### config.mk
export PLATFORM = sky130hd
export DESIGN_NAME = platform_fx
export DESIGN_NICKNAME = d
export VERILOG_FILES = /design/src/rtl/platform_fx_pkg.sv /design/src/rtl/platform_fx_timer.sv /design/src/rtl/platform_fx.sv
export SDC_FILE = /design/constraint.sdc
export NUM_CORES = 1
export LEC_CHECK = 0
export CORE_ASPECT_RATIO = 2
export CORE_MARGIN = 3
export CORE_UTILIZATION = 45
export CTS_CLUSTER_DIAMETER = 120
export CTS_CLUSTER_SIZE = 30
export DETAILED_ROUTE_END_ITERATION = 7
export GPL_ROUTABILITY_DRIVEN = 0
export PLACE_DENSITY_LB_ADDON = 0.25
export SLEW_MARGIN = 0
export SYNTH_ARGS = -nofsm -noshare
export SYNTH_HDL_FRONTEND = slang
export SYNTH_SLANG_ARGS = --single-unit
### constraint.sdc
create_clock -name clk -period 4.6 [get_ports clk]
set_input_delay 0.46 -clock clk [delete_from_list [all_inputs] [get_ports clk]]
set_output_delay 0.46 -clock clk [all_outputs]
set_load 0.02 [all_outputs]
### src/rtl/platform_fx_pkg.sv
// platform_fx_pkg: shared gadget codes, effect-mask bit positions and
// level-to-pixel helpers for the platform effects controller.
package platform_fx_pkg;

   typedef enum logic [2:0] {
      EXPAND       = 3'd0,
      SHRINK       = 3'd1,
      GRAB         = 3'd2,
      FASTER_BALL  = 3'd3,
      SLOWER_BALL  = 3'd4,
      FIRE_BALL    = 3'd5,
      BIGGER_BALL  = 3'd6,
      SMALLER_BALL = 3'd7
   } gadget_e;

   localparam int FX_PLAT  = 0;
   localparam int FX_SPEED = 1;
   localparam int FX_BALL  = 2;
   localparam int FX_GRAB  = 3;
   localparam int FX_FIRE  = 4;
   localparam int FX_N     = 5;

   // Platform half-width doubles with each size level, starting at min_hw.
   function automatic int plat_half_width(input int min_hw, input int lvl);
      return min_hw << (lvl - 1);
   endfunction

   // Ball radius grows by two pixels per level, always odd.
   function automatic int ball_radius(input int lvl);
      return 2 * lvl + 1;
   endfunction

endpackage

### src/rtl/platform_fx_timer.sv
// fx_timer: frame-count lifetime of one gadget effect. A load restarts the
// countdown and beats a same-cycle tick; expire pulses combinationally on
// the tick that takes the count from 1 to 0.
import platform_fx_pkg::*;

module fx_timer #(
   parameter int TW        = 10,
   parameter int FX_FRAMES = 600
) (
   input  logic clk,
   input  logic rst_n,
   input  logic clear,
   input  logic load,
   input  logic tick,
   output logic active,
   output logic expire
);

   logic [TW-1:0] count;

   assign active = (count != '0);
   assign expire = tick & ~load & ~clear & (count == TW'(1));

   // Countdown register: clear beats load, load beats tick.
   always_ff @(posedge clk or negedge rst_n) begin
      if (!rst_n)
         count <= '0;
      else if (clear)
         count <= '0;
      else if (load)
         count <= TW'(FX_FRAMES);
      else if (tick && active)
         count <= count - TW'(1);
   end

endmodule

### src/rtl/platform_fx.sv
// platform_fx: platform position with wall clamping and req/ack update
// handshake, plus gadget-driven size/speed/ball/grab/fire modifiers that
// wear off after FX_FRAMES frames.
// Optional macro PLATFORM_FX_SLEW_EN: limits each position update to
// MAX_STEP pixels of travel toward the clamped target.
import platform_fx_pkg::*;

module platform_fx #(
   parameter int XW          = 10,
   parameter int YW          = 9,
   parameter int HWW         = 8,
   parameter int GW          = 3,
   parameter int SCREEN_W    = 640,
   parameter int WALL        = 16,
   parameter int PLAT_Y      = 440,
   parameter int PLAT_MIN_HW = 8,
   parameter int PLAT_LVLS   = 5,
   parameter int PLAT_DEF    = 3,
   parameter int SPD_LVLS    = 5,
   parameter int SPD_DEF     = 3,
   parameter int BALL_LVLS   = 3,
   parameter int BALL_DEF    = 2,
   parameter int FX_FRAMES   = 600,
   parameter int TW          = 10,
   parameter int MAX_STEP    = 24
) (
   input  logic           clk,
   input  logic           rst_n,
   input  logic           i_game_start,
   input  logic           i_cal_frame,
   input  logic [XW-1:0]  i_gamepad_X,
   output logic [XW-1:0]  o_platX,
   output logic [YW-1:0]  o_platY,
   output logic [HWW-1:0] o_plat_size,
   input  logic [GW-1:0]  i_plat_gadget_effect,
   input  logic           i_plat_receive_gadget,
   input  logic           i_plat_req,
   output logic           o_plat_ack,
   output logic           o_grab,
   output logic [XW-1:0]  o_2ball_platX,
   output logic [YW-1:0]  o_2ball_platY,
   output logic [2:0]     o_ball_speedstep,
   output logic [5:0]     o_ball_size,
   output logic           o_ball_damage,
   output logic [4:0]     o_fx_active
);

   localparam int CW = XW + 1;
   localparam logic [HWW-1:0] HW_DEF = HWW'(plat_half_width(PLAT_MIN_HW, PLAT_DEF));

   logic [2:0]     plat_lvl, spd_lvl, ball_lvl;
   logic           grab, fire, ack;
   logic [XW-1:0]  plat_x;
   logic [HWW-1:0] plat_size;
   logic [HWW-1:0] hw_cur;
   logic           code_ok;
   gadget_e        code;
   logic [FX_N-1:0] fx_load, fx_active, fx_expire;
   logic [CW-1:0]  hw_ext, lo, hi, x_ext, cur_ext, target, next_ext;

   assign code_ok = i_plat_receive_gadget && (32'(i_plat_gadget_effect) < 32'd8);
   assign code    = gadget_e'(i_plat_gadget_effect[2:0]);
   assign hw_cur  = HWW'(plat_half_width(PLAT_MIN_HW, int'(plat_lvl)));

   // Route an accepted gadget code to the timer of its effect category.
   always_comb begin
      fx_load = '0;
      if (code_ok) begin
         case (code)
            EXPAND, SHRINK:             fx_load[FX_PLAT]  = 1'b1;
            FASTER_BALL, SLOWER_BALL:   fx_load[FX_SPEED] = 1'b1;
            BIGGER_BALL, SMALLER_BALL:  fx_load[FX_BALL]  = 1'b1;
            GRAB:                       fx_load[FX_GRAB]  = 1'b1;
            FIRE_BALL:                  fx_load[FX_FIRE]  = 1'b1;
            default:                    fx_load = '0;
         endcase
      end
   end

   for (genvar g = 0; g < FX_N; g++) begin : g_timer
      fx_timer #(.TW(TW), .FX_FRAMES(FX_FRAMES)) u_timer (
         .clk    (clk),
         .rst_n  (rst_n),
         .clear  (i_game_start),
         .load   (fx_load[g]),
         .tick   (i_cal_frame),
         .active (fx_active[g]),
         .expire (fx_expire[g])
      );
   end

   // Clamp the requested centre between the walls using the currently
   // registered size level, then optionally limit the travel per update.
   always_comb begin
      hw_ext  = CW'(hw_cur);
      lo      = CW'(WALL) + hw_ext;
      hi      = CW'(SCREEN_W - WALL) - hw_ext;
      x_ext   = CW'(i_gamepad_X);
      cur_ext = CW'(plat_x);
      if (x_ext < lo)
         target = lo;
      else if (x_ext > hi)
         target = hi;
      else
         target = x_ext;
`ifdef PLATFORM_FX_SLEW_EN
      if (target > cur_ext + CW'(MAX_STEP))
         next_ext = cur_ext + CW'(MAX_STEP);
      else if (target + CW'(MAX_STEP) < cur_ext)
         next_ext = cur_ext - CW'(MAX_STEP);
      else
         next_ext = target;
`else
      next_ext = target;
`endif
   end

   // Effect levels and flags: game start restores defaults, an expiring
   // timer reverts its category, and a gadget steps with saturation.
   always_ff @(posedge clk or negedge rst_n) begin
      if (!rst_n) begin
         plat_lvl <= 3'(PLAT_DEF);
         spd_lvl  <= 3'(SPD_DEF);
         ball_lvl <= 3'(BALL_DEF);
         grab     <= 1'b0;
         fire     <= 1'b0;
      end else if (i_game_start) begin
         plat_lvl <= 3'(PLAT_DEF);
         spd_lvl  <= 3'(SPD_DEF);
         ball_lvl <= 3'(BALL_DEF);
         grab     <= 1'b0;
         fire     <= 1'b0;
      end else begin
         if (fx_expire[FX_PLAT])  plat_lvl <= 3'(PLAT_DEF);
         if (fx_expire[FX_SPEED]) spd_lvl  <= 3'(SPD_DEF);
         if (fx_expire[FX_BALL])  ball_lvl <= 3'(BALL_DEF);
         if (fx_expire[FX_GRAB])  grab     <= 1'b0;
         if (fx_expire[FX_FIRE])  fire     <= 1'b0;
         if (code_ok) begin
            case (code)
               EXPAND:       if (plat_lvl < 3'(PLAT_LVLS)) plat_lvl <= plat_lvl + 3'd1;
               SHRINK:       if (plat_lvl > 3'd1)          plat_lvl <= plat_lvl - 3'd1;
               FASTER_BALL:  if (spd_lvl < 3'(SPD_LVLS))   spd_lvl  <= spd_lvl + 3'd1;
               SLOWER_BALL:  if (spd_lvl > 3'd1)           spd_lvl  <= spd_lvl - 3'd1;
               BIGGER_BALL:  if (ball_lvl < 3'(BALL_LVLS)) ball_lvl <= ball_lvl + 3'd1;
               SMALLER_BALL: if (ball_lvl > 3'd1)          ball_lvl <= ball_lvl - 3'd1;
               GRAB:         grab <= 1'b1;
               FIRE_BALL:    fire <= 1'b1;
               default:      grab <= grab;
            endcase
         end
      end
   end

   // Position handshake: one ack per accepted request, never two in a row.
   always_ff @(posedge clk or negedge rst_n) begin
      if (!rst_n) begin
         ack       <= 1'b0;
         plat_x    <= XW'(SCREEN_W / 2);
         plat_size <= HW_DEF;
      end else if (i_game_start) begin
         ack       <= 1'b0;
         plat_size <= HW_DEF;
      end else if (i_plat_req && !ack) begin
         ack       <= 1'b1;
         plat_size <= hw_cur;
         plat_x    <= XW'(next_ext);
      end else begin
         ack       <= 1'b0;
      end
   end

   assign o_platX          = plat_x;
   assign o_platY          = YW'(PLAT_Y);
   assign o_plat_size      = plat_size;
   assign o_plat_ack       = ack;
   assign o_grab           = grab;
   assign o_2ball_platX    = plat_x;
   assign o_2ball_platY    = YW'(PLAT_Y);
   assign o_ball_speedstep = spd_lvl;
   assign o_ball_size      = 6'(ball_radius(int'(ball_lvl)));
   assign o_ball_damage    = fire;
   assign o_fx_active      = fx_active;

endmodule

After elaboration in Yosys (flattened, before gate mapping):

Cells that the tools add are included.

* register bits: 80

* $add $sub $neg: 15
* $lt $le $gt $ge: 8
* equality and inequality tests: 12
* shift-type cells: 1
* muxes and demuxes: 53
* bitwise logic cells: 21
* reduce and logical (&&, ||, !) cells: 23

Operators by type and width (count)
* $mux W10: 17
* $eq A10 B1 Y1 const B: 5
* $reduce_bool A10 Y1: 5
* $sub A10 B1 Y10 const B: 5
* $mux W3: 15
* $shl A4 B32 Y8 const A: 1
* $pmux W3 S2: 3
* $mux W8: 2
* $and A1 B1 Y1: 15
* $mux W1: 15
* $reduce_bool A3 Y1: 5
* $eq A3 B3 Y1 const B: 4
* $gt A10 B11 Y1: 1
* $sub A10 B8 Y11 const A: 1
* $lt A10 B9 Y1: 1
* $add A3 B1 Y3 const B: 3
* $add A5 B8 Y9 const A: 1
* $gt A3 B1 Y1 const B: 3
* $sub A3 B1 Y3 const B: 3
* $eq A3 B2 Y1 const B: 2
* $logic_and A1 B1 Y1: 6
* $lt A3 B3 Y1 const B: 2
* $not A1 Y1: 6
* $reduce_or A2 Y1: 3
* 9 further kinds: 9

Longest topological paths before layout:

* depth in word-level cells: 13
* gate-level depth with buffers: 14
* mapped depth without buffers: 14

Modules after synthesis:

Synthesis repeated with hierarchy kept, for this count alone.

* cells, all modules: 662
* area total of the unflattened synthesis: 5795.6 sq um

By module, submodules not included
* fx_timer: instances 5, cells an instance 76, area each 680.7 sq um, seq. area each 250.2 sq um
* platform_fx: instances 1, cells an instance 282, area each 2392.3 sq um, seq. area each 685.7 sq um

Least setup slack after synthesis:

No wires, ideal clock.

* path kind: register to register
* start point: register plat_lvl[0]
* end point: register plat_x[5], in the netlist o_2ball_platX[5]
* arrival: 3481 ps
* required time: 4518 ps
* path slack: 1037 ps
* stages on the path, launching flop included: 15
* buffers on the path: 0
* path through: dfstp_2 inv_1 ha_1 nor3b_1 a21oi_1 nor3b_1 ha_1 xnor2_1 ha_1 o21ai_0 a21oi_1 a221o_1 nand2_1 mux2_2 o22ai_1

* word-level cells in the longest chain between the ends: 6

RTL lines
* start: declaration: line platform_fx.sv:51 `logic [2:0] plat_lvl, spd_lvl, ball_lvl;`
* start signal: assignment: line platform_fx.sv:122 `plat_lvl <= 3'(PLAT_DEF);`
* start signal: assignment: line platform_fx.sv:128 `plat_lvl <= 3'(PLAT_DEF);`
* start signal: assignment: line platform_fx.sv:134 `if (fx_expire[FX_PLAT]) plat_lvl <= 3'(PLAT_DEF);`
* $sub A3 B1 Y4 *: line platform_fx_pkg.sv:25 `return min_hw << (lvl - 1);`
* $shl A4 B32 Y8 *: line platform_fx_pkg.sv:25
* $sub A10 B8 Y11: line platform_fx.sv:97 `hi = CW'(SCREEN_W - WALL) - hw_ext;`
* $gt A10 B11 Y1: line platform_fx.sv:102 `else if (x_ext > hi)`
* $mux W10: line platform_fx.sv:102
* $mux W10 *: line platform_fx.sv:100 `if (x_ext < lo)`
* end signal: assignment: line platform_fx.sv:159 `plat_x <= XW'(SCREEN_W / 2);`
* end signal: assignment: line platform_fx.sv:167 `plat_x <= XW'(next_ext);`
* end: declaration: line platform_fx.sv:53 `logic [XW-1:0] plat_x;`

Mark *: on every way between the ends. The rest lies on a longest branch, timed or not.
A chain may end at the register's enable or synchronous reset.

Final worst setup path:

* start point: register plat_lvl[0]
* end point: register plat_x[1], in the netlist o_2ball_platX[1]

Same word-level chain as after synthesis.

==> results by group <==
Global route
  – First-pass GRT wire length: slightly below 20000 um
  – Pin count of the biggest net entering global routing: 78
  – Initial antenna violation count: 0
  – Grt ovf: 0
  – GRT Util Overall: 20.0%
  – Vias in the first global route: around 4200

Floorplanning
  – Die area: 0.0126 mm^2
  – FP Rows: 54
  – Die height: 156 um
  – I/O pin total: 82
  – Core area: 0.0109 mm^2
  – Starting density of the core: between 40% and 50%
  – Die W: 80.8 um

Yosys
  – Cell variety after synth: 61
  – Register area share after synthesis: 38.5%
  – Area share of the largest cell type after synthesis: 34.3%
  – Ys Warns: 0
  – Largest area contributor in the netlist: dfrtp_1
  – Top post-synthesis cells by area: dfrtp_1 (34%), ha_1 (8.5%), buf_4 (5.8%)
  – FFs w/ async S/R, synth: between 90% and 100%
  – Synth Flop Type: dfrtp_1
  – Netlist Area Pre-Place: 0.00503 mm^2
  – Syn Area/Cell: 8.92 um^2
  – Flops & latches, synth: 77
  – Post-synth EDFFs: 0
  – Mapped Cells: 564

Status
  – Status: complete, no violations

Timing
  – Max Slew Vio Count: 0
  – Crit share post-route: 91.4%
  – Unrepaired setup endpoints after global routing: no
  – Setup violators final: 0
  – Slew HR: between 30 and 40%
  – Fin. Hold Viols: 0
  – Actual slew at the worst max-slew pin: between 0.9 and 1 ns
  – Setup Skew: 0.00532 ns
  – Fin crit period: 4.20 ns
  – Highest clock rate: between 200 and 250 MHz
  – Sum Neg Setup Slack: 0 ns

Cells and area
  – Area delta synth->final: 15.5%
  – Register area: between 0.0015 and 0.002 mm^2
  – Multi-input logic area: 0.00272 mm^2
  – Ant diodes: 0
  – Fillcell total: ~990
  – Layout cell share with drive strength beyond 1: 5.76%
  – Nets: between 600 and 700

Clock tree
  – Inserted Clock Buffers: 9
  – Skew-Pair Late Insertion Delay: about 0.34 ns
  – Clock buffer depth: 2
  – CTS resizes: 0
  – CTS sink cnt: 77
  – Root Buffer: clkbuf_16
  – Clock Pin Slew Worst Setup and Hold Paths: 0.06 ns
  – Hold-fix buffers, CTS: 0
  – H-tree depth: 3
  – CTS tree: done
  – Post CTS Setup Buffer Count: 0

Critical path
  – FF-to-FF path depth: 14
  – CP required: just under 5 ns
  – Crit. path cell count: 14
  – CP Capture Type: flop
  – Crit-path cells: inv_1 -> ha_1 -> nor3b_1 -> a21oi_1 -> nor3b_1 -> ha_1 -> inv_1 -> ha_1 -> a21oi_1 -> a21oi_1 -> a2111oi_2 -> nand2b_1 -> a21oi_1 -> a22o_1
  – Worst-path fanout max: 9
  – R2R setup slack: approximately 0.40 ns
  – Worst Path Arrival: 4.43 ns
  – Top delay family on crit path: compound AO/OA/AOI/OAI gates
  – Critical path buffers and inverters: 2
  – CP peak stage delay: ~0.66 ns
  – Critical setup path kind: reg -> reg
  – Cell mode on critical path: a21oi_1
  – CP Launch Type: flop
  – Slowest-stage cell, CP: a2111oi_2

Routing
  – Post-route ant nets: 0
  – DRT Pass-1 Iters: 5
  – DRC Markers: 0
  – DR vias: 4167
  – Detailed Route Iter0 Violations: 181
  – Per-cell routed wire length: 15.8 um
  – Vias/cell: between 5 and 6
  – Drt total wl: 11800 um

Pwr
  – Peak supply drop: 0.341 mV
  – Total power: 3.37 mW
  – Leakage: about 2.6 nW
  – P per Cell Area: 581 mW/mm^2

Job
  – Max cap viols: 0

Placement
  – Port bufs: 57
  – DPL Wire Length: ~9000 um

Worst hold path
  – Worst Hold Class: in -> async
[final timing paths]
check | startpoint | end
min | rst_n | o_2ball_platX[2]$_DFFE_PN0P_
max reg2reg | plat_lvl[0]$_DFF_PN1_ | o_2ball_platX[1]$_DFFE_PN0P_
min reg2reg | o_2ball_platX[8]$_DFFE_PN1P_ | o_2ball_platX[8]$_DFFE_PN1P_
max in group asynchronous | rst_n | g_timer[1].u_timer.count[2]$_DFFE_PN0P_
max | plat_lvl[0]$_DFF_PN1_ | o_2ball_platX[1]$_DFFE_PN0P_
min in group clk | o_2ball_platX[8]$_DFFE_PN1P_ | o_2ball_platX[8]$_DFFE_PN1P_
[registers in the layout (all words and copies together) (netlist names)]
| signal | count |
|---|---|
| g_timer.u_timer.count | 50 |
| o_2ball_platX | 10 |
| o_plat_size | 5 |
| ball_lvl | 3 |
| o_ball_speedstep | 3 |
| plat_lvl | 3 |
| o_ball_damage | 1 |
| o_grab | 1 |
| o_plat_ack | 1 |
[cell usage after synthesis (3+ instances only)]
cell type,count
dfrtp_1,69
nor2_1,57
a21oi_1,52
buf_4,39
nand2_1,36
ha_1,34
inv_1,28
nand3_1,23
xnor2_1,23
o21ai_0,16
clkbuf_1,15
nor3_1,15
xor2_1,14
a31oi_1,10
mux2i_1,10
nand2b_1,10
dfstp_2,8
nor3b_1,8
o21ai_1,8
or3_1,7
nor4_1,6
or4_1,6
a21o_1,5
and3_1,4
nand4_1,4
nor2b_1,4
or3b_1,4
a22o_1,3
nand3b_1,3
o41ai_1,3
[kinds of logic after synthesis]
family	share of synthesized area [%]
AOI/OAI and AO/OA	14.5
adders and majority gates	8.45
xor gates and xnor gates	6.44
buffers and inverters	9.17
and+or+nand+nor	20.6
muxes	2.21
other	0.149
DFF	38.5
[layer usage]
layer	global-route usage [%]	up-vias	share of wire, %
met2	37.0	125	55
li1	-	2003	-
met5	0	-	0
met1	21.0	2004	36
met3	3.41	35	4.8
met4	10.2	0	3.8
[where the power goes]
part	switching [mW]	total, mW	internal, mW
clock network	0.288	0.668	0.380
registers	0.213	1.11	0.892
logic	0.889	1.60	0.712
[worst reg2reg max path, delay by kind of cell, from the launching register on]
kind | cells | cell delay (ns)
adders and majority gates | 3 | 0.88
AOI/OAI and AO/OA | 6 | 1.28
buffers and inverters | 2 | 0.15
and+or+nand+nor | 3 | 1.16
DFF | 1 | 0.61
[cell usage in the layout (no fill, tap or decap), drive strengths merged, types with 4 or more instances in the layout]
cell	Yosys	layout
nor4	7	7
clkbuf	15	11
nand3	23	23
nand2	36	36
conb	2	25
or3b	4	4
or4	6	6
clkdlybuf4s50	0	56
ha	34	34
a21oi	52	52
mux2i	10	10
xor2	14	14
nand4	4	4
dfrtp	69	69
nor2	57	57
nor3b	8	8
nand2b	10	10
and3	4	4
or3	7	7
a21o	5	5
xnor2	23	23
dfstp	8	8
o21ai	24	24
a31oi	10	10
nor2b	4	4
inv	29	29
buf	40	4
nor3	16	16
[through the flow]
stage	worst slack [ns]	hold slack, ns	util, %	std cells	cell area, um^2
2_1_floorplan	1.04	0.164	-	587	5120
3_3_place_gp	0.573	0.490	50.5	732	5530
3_5_place_dp	0.456	0.480	50.5	732	5530
4_1_cts	0.435	0.330	53.1	748	5810
5_1_grt	0.0353	0.355	53.1	748	5810
6_report	0.398	0.260	53.1	748	5810
[layout make-up]
type | count | share of cell area (%)
multi-input cells | 426 | 46.8
clock inverters | 5 | 0.624
well taps | 140 | 3.01
inverters | 29 | 1.87
repair buffers | 60 | 10.2
flip-flops and latches | 77 | 33.3
clock buffers | 11 | 4.18
Power figures use the tool's default switching activity.
==> variant 1 (same settings) <==
Set the parameter `XW` to 20 (it was 10).
--- a/src/rtl/platform_fx.sv
+++ b/src/rtl/platform_fx.sv
@@ -6,7 +6,7 @@
 import platform_fx_pkg::*;
 
 module platform_fx #(
-   parameter int XW          = 10,
+   parameter int XW          = 20,
    parameter int YW          = 9,
    parameter int HWW         = 8,
    parameter int GW          = 3,
Ports: changed (resized i_gamepad_X, o_2ball_platX and o_platX); port bits go from 82 to 112. No check against the original RTL was run, so the function may have changed too.
==> variant 1 against the original RTL <==
  * First-iteration DRC count is 28% higher
  * Core utilization is 1.8 points higher
  * Synthesized area is 13% higher
  * Design area is 16% higher
  * Non-clock buffer count is 32 higher
  * Sequential cell count is 10 higher
  * Setup slack better by 0.29 ns
  * Power is 5.6% higher
  * Sequential power is 6% higher
  * Via count is 15% higher
  * Wire length is 19% higher
  * Synthesized cell count is 12% higher
  * Largest power group unchanged
==> variant 1: results <==
route:
  drtIter0Drc: 232
  dr.pass1.iters: 4
  wl_met2_um: 7960
  met3WireLength_um: 603
  detail_route.vias_per_cell: 5.754
  wl_per_cell_um: 16.82
  route.layer.met1.wl_um: 4855
timing:
  fin_skew_ns: 0.01556
  tightest_slew_ns: 0.7512
yosys:
  synth-async-reset-ratio: 1.000
  yosys-mux-area-fraction: 0.008766
  synth_compound_area_frac: 0.1595
  synth_top_cells_by_count: "dfrtp_1, nor2_1, buf_4"
  syn-instance-count: 630
  synth-xor-area-share: 0.05983
  synthAdderAreaFrac: 0.07013
  ys_types: 71
  yosys-top-cells-area: "dfrtp_1, ha_1, buf_4, nor2_1, dfstp_2"
  ys_seq_area_frac: 0.3831
pwr:
  p_leak_uw: 0.002929
  ir_drop_mv: 0.3534
clocking:
  clkTransAtPathRegs_ns: 0.08
  htree_num_levels: 3
finish:
  nNetsFinal: 743
  fillers: 1077
  drive_gt1_frac: 0.07569
  final_cells: 834
  top_register: "g_timer.u_timer.count"
setup_path:
  rr_worst_depth: 12
  critPathBufInv: 1
  ff2ff_setup_slack_ns: 0.68
  cp_slowest_cell: "dfstp_2"
  path_max_fanout: 14
grt:
  met2_usage: 0.3987
  grt_pass1_vias: 4980
  grt_max_degree: 61
  grt_util_met1: 0.1901
  grtUsageTotal: 0.2023
  grtUsageMet3: 0.02731
  antenna_found_initial: 0
  grt_pass1_wl_um: 22950
place:
  dp_hpwl_um: 10670
  portBuffers: 87
  dp_cells: 818
outcome:
  status: "complete, no violations"
[variant 1: through the flow]
| step | setup WS [ns] | hold slack, ns | util | power (uW) | instance area, sq um |
|---|---|---|---|---|---|
| 2_1_floorplan | 0.9557 | 0.1644 | - | 2416 | 5796 |
| 3_3_place_gp | 0.8706 | 0.4085 | 0.5232 | 2724 | 6417 |
| 3_5_place_dp | 0.7419 | 0.4154 | 0.5232 | 2789 | 6417 |
| 4_1_cts | 0.6944 | 0.03672 | 0.5486 | 3586 | 6729 |
| 5_1_grt | 0.3629 | 0.04914 | 0.5486 | 3822 | 6729 |
| 6_report | 0.6845 | 0.01463 | 0.5486 | 3564 | 6729 |
[variant 1: worst paths after layout]
check                                               from                             to
min in group clk           o_2ball_platX[17]$_DFFE_PN0P_  o_2ball_platX[17]$_DFFE_PN0P_
min                                                rst_n   o_2ball_platX[5]$_DFFE_PN0P_
max in group asynchronous                          rst_n     o_plat_size[6]$_DFFE_PN0P_
min reg2reg                o_2ball_platX[17]$_DFFE_PN0P_  o_2ball_platX[17]$_DFFE_PN0P_
max reg2reg                        plat_lvl[0]$_DFF_PN1_   o_2ball_platX[9]$_DFFE_PN0P_
max                                plat_lvl[0]$_DFF_PN1_   o_2ball_platX[9]$_DFFE_PN0P_
[variant 1: layout make-up]
class / instances / share of cell area
Multi-Input combinational cell: 467 / 0.4528
Sequential cell: 87 / 0.3250
Timing Repair Buffer: 92 / 0.1346
Inverter: 25 / 0.01395
Tap cell: 147 / 0.02733
Clock buffer: 9 / 0.03347
Clock inverter: 7 / 0.01283
[variant 1: report_power, final]
| group | internal, uW | total, uW | switching (uW) |
|---|---|---|---|
| combinational | 709 | 1610 | 905 |
| sequential | 964 | 1180 | 213 |
| clock | 435 | 772 | 338 |
==> variant 2 (same flow settings) <==
Without the edit above. Reset style: synchronous (`rst_n`), changed in 3 clocked blocks.
--- a/src/rtl/platform_fx_timer.sv
+++ b/src/rtl/platform_fx_timer.sv
@@ -22,7 +22,7 @@
    assign expire = tick & ~load & ~clear & (count == TW'(1));
 
    // Countdown register: clear beats load, load beats tick.
-   always_ff @(posedge clk or negedge rst_n) begin
+   always_ff @(posedge clk) begin
       if (!rst_n)
          count <= '0;
       else if (clear)
--- a/src/rtl/platform_fx.sv
+++ b/src/rtl/platform_fx.sv
@@ -117,7 +117,7 @@
 
    // Effect levels and flags: game start restores defaults, an expiring
    // timer reverts its category, and a gadget steps with saturation.
-   always_ff @(posedge clk or negedge rst_n) begin
+   always_ff @(posedge clk) begin
       if (!rst_n) begin
          plat_lvl <= 3'(PLAT_DEF);
          spd_lvl  <= 3'(SPD_DEF);
@@ -153,7 +153,7 @@
    end
 
    // Position handshake: one ack per accepted request, never two in a row.
-   always_ff @(posedge clk or negedge rst_n) begin
+   always_ff @(posedge clk) begin
       if (!rst_n) begin
          ack       <= 1'b0;
          plat_x    <= XW'(SCREEN_W / 2);
Formal check against the unedited RTL: differs if rst_n is asserted again (counterexample within 4 cycles, from zero or initial values and one cycle with rst_n low); with rst_n held inactive, the same outputs for 4 cycles.
==> variant 2 against the original RTL <==
  * Synthesized area shrank 2.9%
  * Via count grew 5.2%
  * Wire length grew 2.2%
  * Non-clock buffer count grew 1
  * Final cell count grew 4.5%
  * Sequential share of layout area shrank 6.2 points
  * Sequential cell count is the same
  * Setup slack gained 0.035 ns
  * Global-route usage grew 0.44 points
  * Design area shrank 2.3%
  * Power shrank 25%
  * Count of clock-buffer cells in the layout is the same
  * Critical endpoint is now o_2ball_platX[6]$_SDFFE_PN1P_
==> variant 2: results <==
outcome:
  status: "complete, no violations"
yosys:
  ys_types: 67
  yosys-top-cells-area: "dfxtp_1, ha_1, buf_4, xnor2_1, nor2_1"
  synthFlopType: "dfxtp_1"
  synth_top_cells_by_count: "dfxtp_1, nor2_1, a21oi_1"
  synth-async-reset-ratio: 0
  ys_seq_area_frac: 0.3153
  ys_warn_count: 0
route:
  wl_um: 12040
  detail_route.vias_per_cell: 5.606
  route.layer.met1.wl_um: 4376
  met3WireLength_um: 536
  dr.pass1.iters: 4
  wl_met2_um: 6552
  drtIter0Drc: 167
finish:
  antenna_cells_inserted: 0
  drive_gt1_frac: 0.06357
  top_register: "g_timer.u_timer.count"
  nNetsFinal: 697
clocking:
  cts-root-buf: "clkbuf_16"
  htree_num_levels: 3
  clkTransAtPathRegs_ns: 0.06
  cts_setup_buffers: 0
  ctsResizeCount: 0
place:
  dpl_cell_area_sq_um: 5388
  portBuffers: 57
  dp_hpwl_um: 9524
timing:
  fin_skew_ns: 0.006378
  fmax_ghz: 0.2400
  fin_hold_ws_ns: 0.4766
  timing.slew.headroom: 0.5629
setup_path:
  cp_slowest_cell: "dfxtp_1"
  worstSetupPathType: "flip-flop to flip-flop"
  ff2ff_setup_slack_ns: 0.43
  rr_worst_depth: 15
  crit_arrival_ns: 4.42
  max_stage_delay_ns: 0.46
  r2r_end: "o_2ball_platX[6]$_SDFFE_PN1P_"
  r2r_start: "plat_lvl[1]$_SDFF_PP1_"
pwr:
  ir_drop_mv: 0.4298
  p_leak_uw: 0.002247
grt:
  grt_pass1_wl_um: 19950
  grt_max_degree: 18
  met2_usage: 0.3817
  grtUsageMet3: 0.04304
  grtUsageTotal: 0.2046
  grt_pass1_vias: 4364
  grt_util_met1: 0.1982
  antenna_found_initial: 0
hold_path:
  hold_depth: 2
  hold_class: "flip-flop to flip-flop"
-- variant 2: cell types whose count changed in the layout (fill, tap and decap cells not counted), sizes merged, moves of 5 or more --
| cell | change |
|---|---|
| dfxtp | +77 |
| dfrtp | -69 |
| a21oi | -11 |
| dfstp | -8 |
| nor2 | +8 |
| nor4 | +8 |
| xnor2 | +7 |
| mux2i | -6 |
| nand3 | +6 |
| nor3b | -5 |
-- variant 2: critical path, delay by kind of cell, from the launching register on --
| kind | cells | cell delay (ns) |
|---|---|---|
| compound gates | 6 | 1.32 |
| xor+xnor | 1 | 0.14 |
| fa+ha+maj | 3 | 0.89 |
| buf+inv | 1 | 0.14 |
| flops | 1 | 0.46 |
| mux | 1 | 0.40 |
| simple gates | 3 | 0.75 |
-- variant 2: cell families after synthesis --
group | after synthesis | synth area share
and+or+nand+nor | 235 | 0.2531
AOI/OAI and AO/OA | 118 | 0.1510
buffers and inverters | 83 | 0.09419
DFF | 77 | 0.3153
xor gates and xnor gates | 43 | 0.07704
adders and majority gates | 38 | 0.09726
muxes | 5 | 0.01049
other | 2 | 0.001536
-- variant 2: through the flow --
stage | cells | worst slack [ns]
6_report | 782 | 0.4327
5_1_grt | 782 | 0.1089
3_5_place_dp | 766 | 0.2100
4_1_cts | 782 | 0.1634
3_3_place_gp | 766 | 0.4302
2_1_floorplan | 624 | 0.7150
-- variant 2: where the power goes --
part | switching [uW] | internal (uW)
clock | 278 | 381
combinational | 570 | 472
sequential | 92.2 | 753
-- variant 2: layout make-up --
cell class                      instances  area [sq um]
Inverter                               27         101.3
Sequential cell                        77          1543
Clock inverter                          5         35.03
Fill cell                             998          4865
Timing Repair Buffer                   61         600.6
Multi-Input combinational cell        464          2985
Tap cell                              137         171.4
Clock buffer                           11         242.7
